<file path="src/rtl/clk_activity_monitor.sv">
// Multi-channel clock activity monitor. Counts rising edges per channel over fixed windows and
// tracks presence through a small per-channel lock FSM with a sticky loss flag.
module clk_activity_monitor #(
    parameter int unsigned NCH       = 4,
    parameter int unsigned WINDOW    = 256,
    parameter int unsigned WIN_W     = 8,
    parameter int unsigned MIN_EDGES = 2,
    parameter int unsigned LOCK_WIN  = 2
) (
    input  logic           CLK,
    input  logic           RST,
    input  logic           EN,
    input  logic [NCH-1:0] MON,
    input  logic [NCH-1:0] CLR_LOSS,
    output logic [NCH-1:0] PRESENT,
    output logic [NCH-1:0] LOSS,
    output logic           WIN_DONE
);

    localparam int unsigned EW  = $clog2(MIN_EDGES + 1);
    localparam int unsigned EW1 = EW + 1;
    localparam int unsigned GW  = $clog2(LOCK_WIN + 1);
    localparam int unsigned GW1 = GW + 1;

    localparam logic [1:0] ST_ABSENT  = 2'd0;
    localparam logic [1:0] ST_ACQUIRE = 2'd1;
    localparam logic [1:0] ST_PRESENT = 2'd2;

    logic [WIN_W-1:0] win_cnt_q, win_cnt_d;
    logic             terminal;
    logic             win_done_q;
    logic [NCH-1:0]   mon_q, edge_det, good, loss_set;
    logic [NCH-1:0]   present_q, present_d, loss_q, loss_d;
    logic [EW-1:0]    ecnt_q [NCH];
    logic [EW-1:0]    ecnt_d [NCH];
    logic [EW:0]      ecnt_sum [NCH];
    logic [GW-1:0]    gcnt_q [NCH];
    logic [GW-1:0]    gcnt_d [NCH];
    logic [GW:0]      gcnt_inc [NCH];
    logic [1:0]       state_q [NCH];
    logic [1:0]       state_d [NCH];

    assign terminal = EN && (win_cnt_q == WIN_W'(WINDOW - 1));
    assign edge_det = MON & ~mon_q;

    always_comb begin
        win_cnt_d = win_cnt_q + WIN_W'(1);
        if (!EN || terminal) begin
            win_cnt_d = '0;
        end
    end

    always_comb begin
        for (int i = 0; i < NCH; i++) begin
            // A rising edge in the terminal cycle still counts toward the ending window.
            ecnt_sum[i] = {1'b0, ecnt_q[i]} + EW1'(edge_det[i]);
            good[i]     = ecnt_sum[i] >= EW1'(MIN_EDGES);

            if (!EN || terminal) begin
                ecnt_d[i] = '0;
            end else if (edge_det[i] && (ecnt_q[i] < EW'(MIN_EDGES))) begin
                ecnt_d[i] = ecnt_q[i] + EW'(1);
            end else begin
                ecnt_d[i] = ecnt_q[i];
            end

            gcnt_inc[i] = {1'b0, gcnt_q[i]} + GW1'(1);
            state_d[i]  = state_q[i];
            gcnt_d[i]   = gcnt_q[i];
            loss_set[i] = 1'b0;

            if (terminal) begin
                case (state_q[i])
                    ST_ABSENT: begin
                        if (good[i]) begin
                            if (LOCK_WIN == 1) begin
                                state_d[i] = ST_PRESENT;
                            end else begin
                                state_d[i] = ST_ACQUIRE;
                                gcnt_d[i]  = GW'(1);
                            end
                        end
                    end
                    ST_ACQUIRE: begin
                        if (!good[i]) begin
                            state_d[i] = ST_ABSENT;
                            gcnt_d[i]  = '0;
                        end else if (gcnt_inc[i] >= GW1'(LOCK_WIN)) begin
                            state_d[i] = ST_PRESENT;
                            gcnt_d[i]  = '0;
                        end else begin
                            gcnt_d[i] = gcnt_inc[i][GW-1:0];
                        end
                    end
                    ST_PRESENT: begin
                        if (!good[i]) begin
                            state_d[i]  = ST_ABSENT;
                            gcnt_d[i]   = '0;
                            loss_set[i] = 1'b1;
                        end
                    end
                    default: begin
                        state_d[i] = ST_ABSENT;
                        gcnt_d[i]  = '0;
                    end
                endcase
            end

            present_d[i] = (state_d[i] == ST_PRESENT);
            // Set has priority over a coincident clear.
            loss_d[i]    = loss_set[i] | (loss_q[i] & ~CLR_LOSS[i]);
        end
    end

    always_ff @(posedge CLK) begin
        mon_q <= MON;
        if (RST) begin
            win_cnt_q  <= '0;
            win_done_q <= 1'b0;
            present_q  <= '0;
            loss_q     <= '0;
            for (int i = 0; i < NCH; i++) begin
                ecnt_q[i]  <= '0;
                gcnt_q[i]  <= '0;
                state_q[i] <= ST_ABSENT;
            end
        end else begin
            win_cnt_q  <= win_cnt_d;
            win_done_q <= terminal;
            present_q  <= present_d;
            loss_q     <= loss_d;
            for (int i = 0; i < NCH; i++) begin
                ecnt_q[i]  <= ecnt_d[i];
                gcnt_q[i]  <= gcnt_d[i];
                state_q[i] <= state_d[i];
            end
        end
    end

    assign PRESENT  = present_q;
    assign LOSS     = loss_q;
    assign WIN_DONE = win_done_q;

endmodule
</file>
<file path="config.mk">
export PLATFORM = sky130hd
export DESIGN_NAME = clk_activity_monitor
export DESIGN_NICKNAME = d
export VERILOG_FILES = /design/src/rtl/clk_activity_monitor.sv
export SDC_FILE = /design/constraint.sdc
export NUM_CORES = 1
export LEC_CHECK = 0
export CORE_ASPECT_RATIO = 0.5
export CORE_MARGIN = 8
export CORE_UTILIZATION = 33
export DETAILED_ROUTE_END_ITERATION = 16
export GPL_TIMING_DRIVEN = 0
export PLACE_DENSITY = 0.62
export SLEW_MARGIN = 20
export SYNTH_ARGS = -nofsm -noshare
export SYNTH_HDL_FRONTEND = slang
export SYNTH_SLANG_ARGS = --single-unit
</file>
<file path="constraint.sdc">
create_clock -name CLK -period 1.81 [get_ports CLK]
set_input_delay 0.362 -clock CLK [delete_from_list [all_inputs] [get_ports CLK]]
set_output_delay 0.362 -clock CLK [all_outputs]
set_load 0.02 [all_outputs]
</file>
# [After elaboration in Yosys (flattened, before gate mapping)]
# Memories as Yosys holds them, arrays and structs flattened.
# Cells that the tools add are included.
[word_totals] ff_bits=21 latch_bits=0 ram_bits=24 rom_bits=0 inputBits=11 output_inout_bits=9 word_cells=167 n_memories=3
[mem_list] name="ecnt_q" words=4 width=2 rd=4 rd_clocked_by_memory_dff=0 wr=4 line_no="34" source="logic [EW-1:0] ecnt_q [NCH];"
[mem_list] name="gcnt_q" words=4 width=2 rd=4 rd_clocked_by_memory_dff=0 wr=4 line_no="37" source="logic [GW-1:0] gcnt_q [NCH];"
[mem_list] name="state_q" words=4 width=2 rd=4 rd_clocked_by_memory_dff=0 wr=4 line_no="40" source="logic [1:0] state_q [NCH];"
[op_classes] n_addsub=13 mul=0 div_mod_pow=0 n_lt_le_gt_ge=12 n_eq_ne=13 shifts=0 n_mux=83 n_bitwise=26 reduce_logical=12
[ops] cell="$mux 2" count=60
[ops] cell="$pmux 2 s3" count=8
[ops] cell="$ge 3x2->1 const B" count=8
[ops] cell="$eq 2x2->1 const B" count=8
[ops] cell="$or 1x1->1" count=16
[ops] cell="$mux 1" count=15
[ops] cell="$add 2x1->3" count=4
[ops] cell="$add 2x1->3 const B" count=4
[ops] cell="$add 2x1->2 const B" count=4
[ops] cell="$add 8x1->8 const B" count=1
[ops] cell="$eq 2x1->1 const B" count=4
[ops] cell="$eq 8x8->1 const B" count=1
[ops] cell="$logic_not 2->1" count=4
[ops] cell="$lt 2x2->1 const B" count=4
[ops] cell="$logic_and 1x1->1" count=5
[ops] cell="$and 1x1->1" count=4
[ops] cell="$and 4x4->4" count=1
[ops] cell="$not 1->1" count=4
[ops] cell="$not 4->4" count=1
[ops] cell="$reduce_or 2->1" count=1
[ops] cell="$logic_not 1->1" count=1
[ops] cell="$logic_or 1x1->1" count=1

# [Depth between registers and ports, before layout]
[logic_depth] word_depth=8 mapped_depth=7 mapped_depth_nobuf=6

# [Worst setup path before layout]
# Ideal clock, no wire load.
[synth_path] path_type="register to register" start="register win_cnt_q[0]" end="register present_q[1], in the netlist PRESENT[1]" setup_ps=70 t_arrival_ps=1611 required_time_ps=1740 slack_ps=129 stages_incl_launch_ff=7 path_buffers=1 period_less_slack_ps=1681 cell_sequence="dfxtp_1 -> ha_1 -> and4_1 -> buf_4 -> nand2_4 -> or4_4 -> a21oi_1"
[synth_via] elab_chain_len=4
[synth_rtl] element="from (decl)" line_no="29" source="logic [WIN_W-1:0] win_cnt_q, win_cnt_d;"
[synth_rtl] element="from (signal assigned)" line_no="128" source="win_cnt_q <= win_cnt_d;"
[synth_rtl] element="$eq 8x8->1" line_no="43" source="assign terminal = EN && (win_cnt_q == WIN_W'(WINDOW - 1));"
[synth_rtl] element="$logic_and 1x1->1" line_no="43"
[synth_rtl] element="$mux 2" line_no="72" source="if (terminal) begin"
[synth_rtl] element="$eq 2x2->1" line_no="109" source="present_d[i] = (state_d[i] == ST_PRESENT);"
[synth_rtl] element="to (signal assigned)" line_no="130" source="present_q <= present_d;"
[synth_rtl] element="to (decl)" line_no="33" source="logic [NCH-1:0] present_q, present_d, loss_q, loss_d;"
# Every way passes these cells.
# A chain may end at the register's enable or synchronous reset.

# [Worst setup path after layout]
[layout_path] start="input EN" end="register present_q[1], in the netlist PRESENT[1]"
[layout_via] elab_chain_len=3
[layout_rtl] element="from (decl)" line_no="12" source="input logic EN,"
[layout_rtl] element="$logic_and 1x1->1" line_no="43"
[layout_rtl] element="$mux 2" line_no="72"
[layout_rtl] element="$eq 2x2->1" line_no="109"
# Every way passes these cells.

==> flow_metrics.env <==
export IMPL_port_buffers=19
export IMPL_ant_nets=0
export IMPL_cts_sinks=45
export IMPL_cts_root_buffer="clkbuf_16"
export IMPL_synth_warnings=0
export IMPL_cp_cell_sequence="clkdlybuf4s50_1 -> and4_1 -> buf_6 -> nand2_4 -> or4_4 -> a21oi_1"
export IMPL_worstMarginPinSlew_ns=0.5721
export IMPL_crit_start="EN"
export IMPL_worstSetupStartpointType="input port"
export IMPL_period_share=0.9669
export IMPL_synth_edf_count=0
export IMPL_fp_coreArea_um2=6006
export IMPL_area_growth_pct=23.41
export IMPL_start_util=0.3381
export IMPL_slew_viol_final=0
export IMPL_design_area_um2=2506
export IMPL_final_util=0.4173
export IMPL_drt_total_wl_um=4425
export IMPL_drc=0
export IMPL_firstDrtPassIters=4
export IMPL_routedWlPerCell_um=13.41
export IMPL_fillCellCount=584
export IMPL_yosys_top_cells_area="dfxtp_1 (44%), a21oi_1 (5.7%), nor2_1 (4.3%)"
export IMPL_leakage_nw=0.9373
export IMPL_critPathBufInv=2
export IMPL_skew_ns=0.006828
export IMPL_syn_area_um2=2031
export IMPL_register_area_um2=908.4
export IMPL_grt_pass1_vias=1637
export IMPL_grt_usage=0.1018
export IMPL_die_w_um=126.9
export IMPL_r2r_start="win_cnt_q[0]$_SDFF_PP0_"
export IMPL_finalSetupViolCount=0
export IMPL_crit_type="input port to flip-flop"
export IMPL_grt_pass1_wl_um=7507
export IMPL_relSlewSlack=0.6186
export IMPL_endpoint_kind="flip-flop"
export IMPL_place_hpwl_um=3145
export IMPL_ir_drop_mv=0.3278
export IMPL_cp_data_arrival_time_ns=1.96
export IMPL_vias=1650
export IMPL_final_nets=268
export IMPL_fmaxAchievable_mhz=571.4
export IMPL_routabilityCongestion=0.7996
export IMPL_rsz0062_at_grt="true"
export IMPL_hold_start="LOSS[2]$_SDFF_PP0_"
export IMPL_drive_above_1_share=0.1383
export IMPL_clk_pin_slew_worst_paths_ns=0.07
export IMPL_seq_area_frac_synth=0.4436
export IMPL_reg2reg_depth=6
export IMPL_period_minus_slack_ns=1.750
export IMPL_clock_latency_ns=0.29
export IMPL_place_area_um2=2317
export IMPL_antenna_found_initial=0
export IMPL_hold_depth=1
export IMPL_io_pins=20
export IMPL_die_y_um=71.47
export IMPL_ys_flop_type="dfxtp_1"
export IMPL_cp_max_fo=10
export IMPL_ys_types=42
export IMPL_ys_ff_latch=45
export IMPL_slowest_delay_ns=0.53
export IMPL_hold_path_class="flip-flop to flip-flop"
export IMPL_syn_instance_count=226
export IMPL_gr_total_overflow=0
export IMPL_cts_tree="done"
export IMPL_drtIter0Drc=49
export IMPL_via_per_inst=5.000
export IMPL_synthArstFlopShare=0
export IMPL_die_area_um2=9072
export IMPL_status="finished, final reports clean"
export IMPL_htreeDepth=2
export IMPL_grt_max_degree=16
export IMPL_hold_violations=0
export IMPL_cp_slowest_cell="or4_4"
export IMPL_path_depth=6
export IMPL_clockBufferDepth=2
export IMPL_antenna_cells=0
export IMPL_layout_commonest_cell="dfxtp_1"
export IMPL_syn_area_per_cell_um2=8.985
export IMPL_synth_nets=242
export IMPL_fin_setup_tns_ns=0
export IMPL_cap_viol_max_count=0
export IMPL_multiInputGateArea_um2=1055
export IMPL_synth_top_area_frac=0.4436
export IMPL_synth_top_area_cell="dfxtp_1"
export IMPL_required_ns=2.02
export IMPL_critPathTopFamily="simple AND/OR/NAND/NOR gates"
export IMPL_row_count=20
export IMPL_p_per_area_nw_per_um2=818.9
export IMPL_final_cell_mix="dfxtp_1 (43), nor2_1 (23), a21oi_1 (20)"
export IMPL_cts_buffers=5
metrics by stage:
step / hold slack [ns] / std cells / worst slack [ns] / power (mW)
floorplan: 0.3897 / 226 / 0.1287 / 1.124
detailed placement: 0.4622 / 322 / -0.4682 / 1.170
CTS: 0.4777 / 330 / 0.03562 / 2.072
global route: 0.4942 / 330 / -0.0007461 / 2.134
finish: 0.4741 / 330 / 0.05995 / 2.052
global placement: 0.4514 / 322 / -0.4666 / 1.166
synth_stat cells, types with 2 or more instances:
library cell  count
dfxtp_1          45
a21oi_1          23
nor2_1           23
inv_1            13
o21ai_0          12
nand2b_1          9
nand3_1           9
nor2b_1           9
nand2_1           7
xnor2_1           6
clkbuf_1          5
ha_1              5
nor2_2            5
a31oi_1           4
a32o_1            4
and2_1            4
mux2i_1           4
xor2_1            4
a32oi_1           3
nand3b_1          3
o31ai_1           3
and4_1            2
buf_6             2
nor3b_1           2
or4_1             2
or4_4             2
metal layers:
metal,vias up,GRT usage,share of wire
li1,846,-,-
met1,771,0.1174,0.47
met2,26,0.1733,0.48
met3,7,0.02961,0.035
met4,0,0.04575,0.015
met5,-,0,0
report_power, final:
part | switching, mW | internal [mW]
combinational | 0.0663 | 0.0634
sequential | 0.0112 | 1.01
clock | 0.387 | 0.513
worst register-to-register path, delay by kind of cell (launching register included):
kind                       cells  cell delay [ns]
AOI/OAI and AO/OA              1             0.15
buffers and inverters          1             0.13
DFF                            1             0.38
and+or+nand+nor                3             0.84
adders and majority gates      1             0.16
kinds of logic (layout without fill, tap and decap cells):
kind of cell / Yosys count / in the layout / synth area share
AOI/OAI and AO/OA: 53 / 53 / 0.1639
xor gates and xnor gates: 10 / 10 / 0.04313
adders and majority gates: 5 / 5 / 0.03081
buffers and inverters: 22 / 49 / 0.05052
DFF: 45 / 45 / 0.4436
muxes: 4 / 4 / 0.01972
and+or+nand+nor: 87 / 87 / 0.2483
repair_timing:
item	CTS	global route
hold buffers	0	0
cloned	0	0
resized for setup	7	7
buffers inserted	0	0
setup endpoints to repair	17	7
area by class of cell:
class	count	area share
buffer	9	0.02446
inverter	13	0.01947
tap	77	0.03844
multi-input combinational	159	0.4209
sequential	45	0.3625
timing repair buffer	19	0.07589
clock inverter	3	0.008487
clock buffer	5	0.04993
worst paths after layout:
path	endpoint	slack, ns
max reg2reg	PRESENT[1]$_SDFF_PP0_	0.07
max	PRESENT[1]$_SDFF_PP0_	0.06
min	LOSS[2]$_SDFF_PP0_	0.47
min reg2reg	LOSS[2]$_SDFF_PP0_	0.47
sequential cells by signal, summed over array words and instances (netlist names):
| name | cells |
|---|---|
| ecnt_q | 8 |
| WIN_DONE | 1 |
| mon_q | 4 |
| LOSS | 4 |
| gcnt_q | 8 |
| PRESENT | 4 |
| state_q | 8 |
| win_cnt_q | 8 |
(Power assumes the default switching activity.)
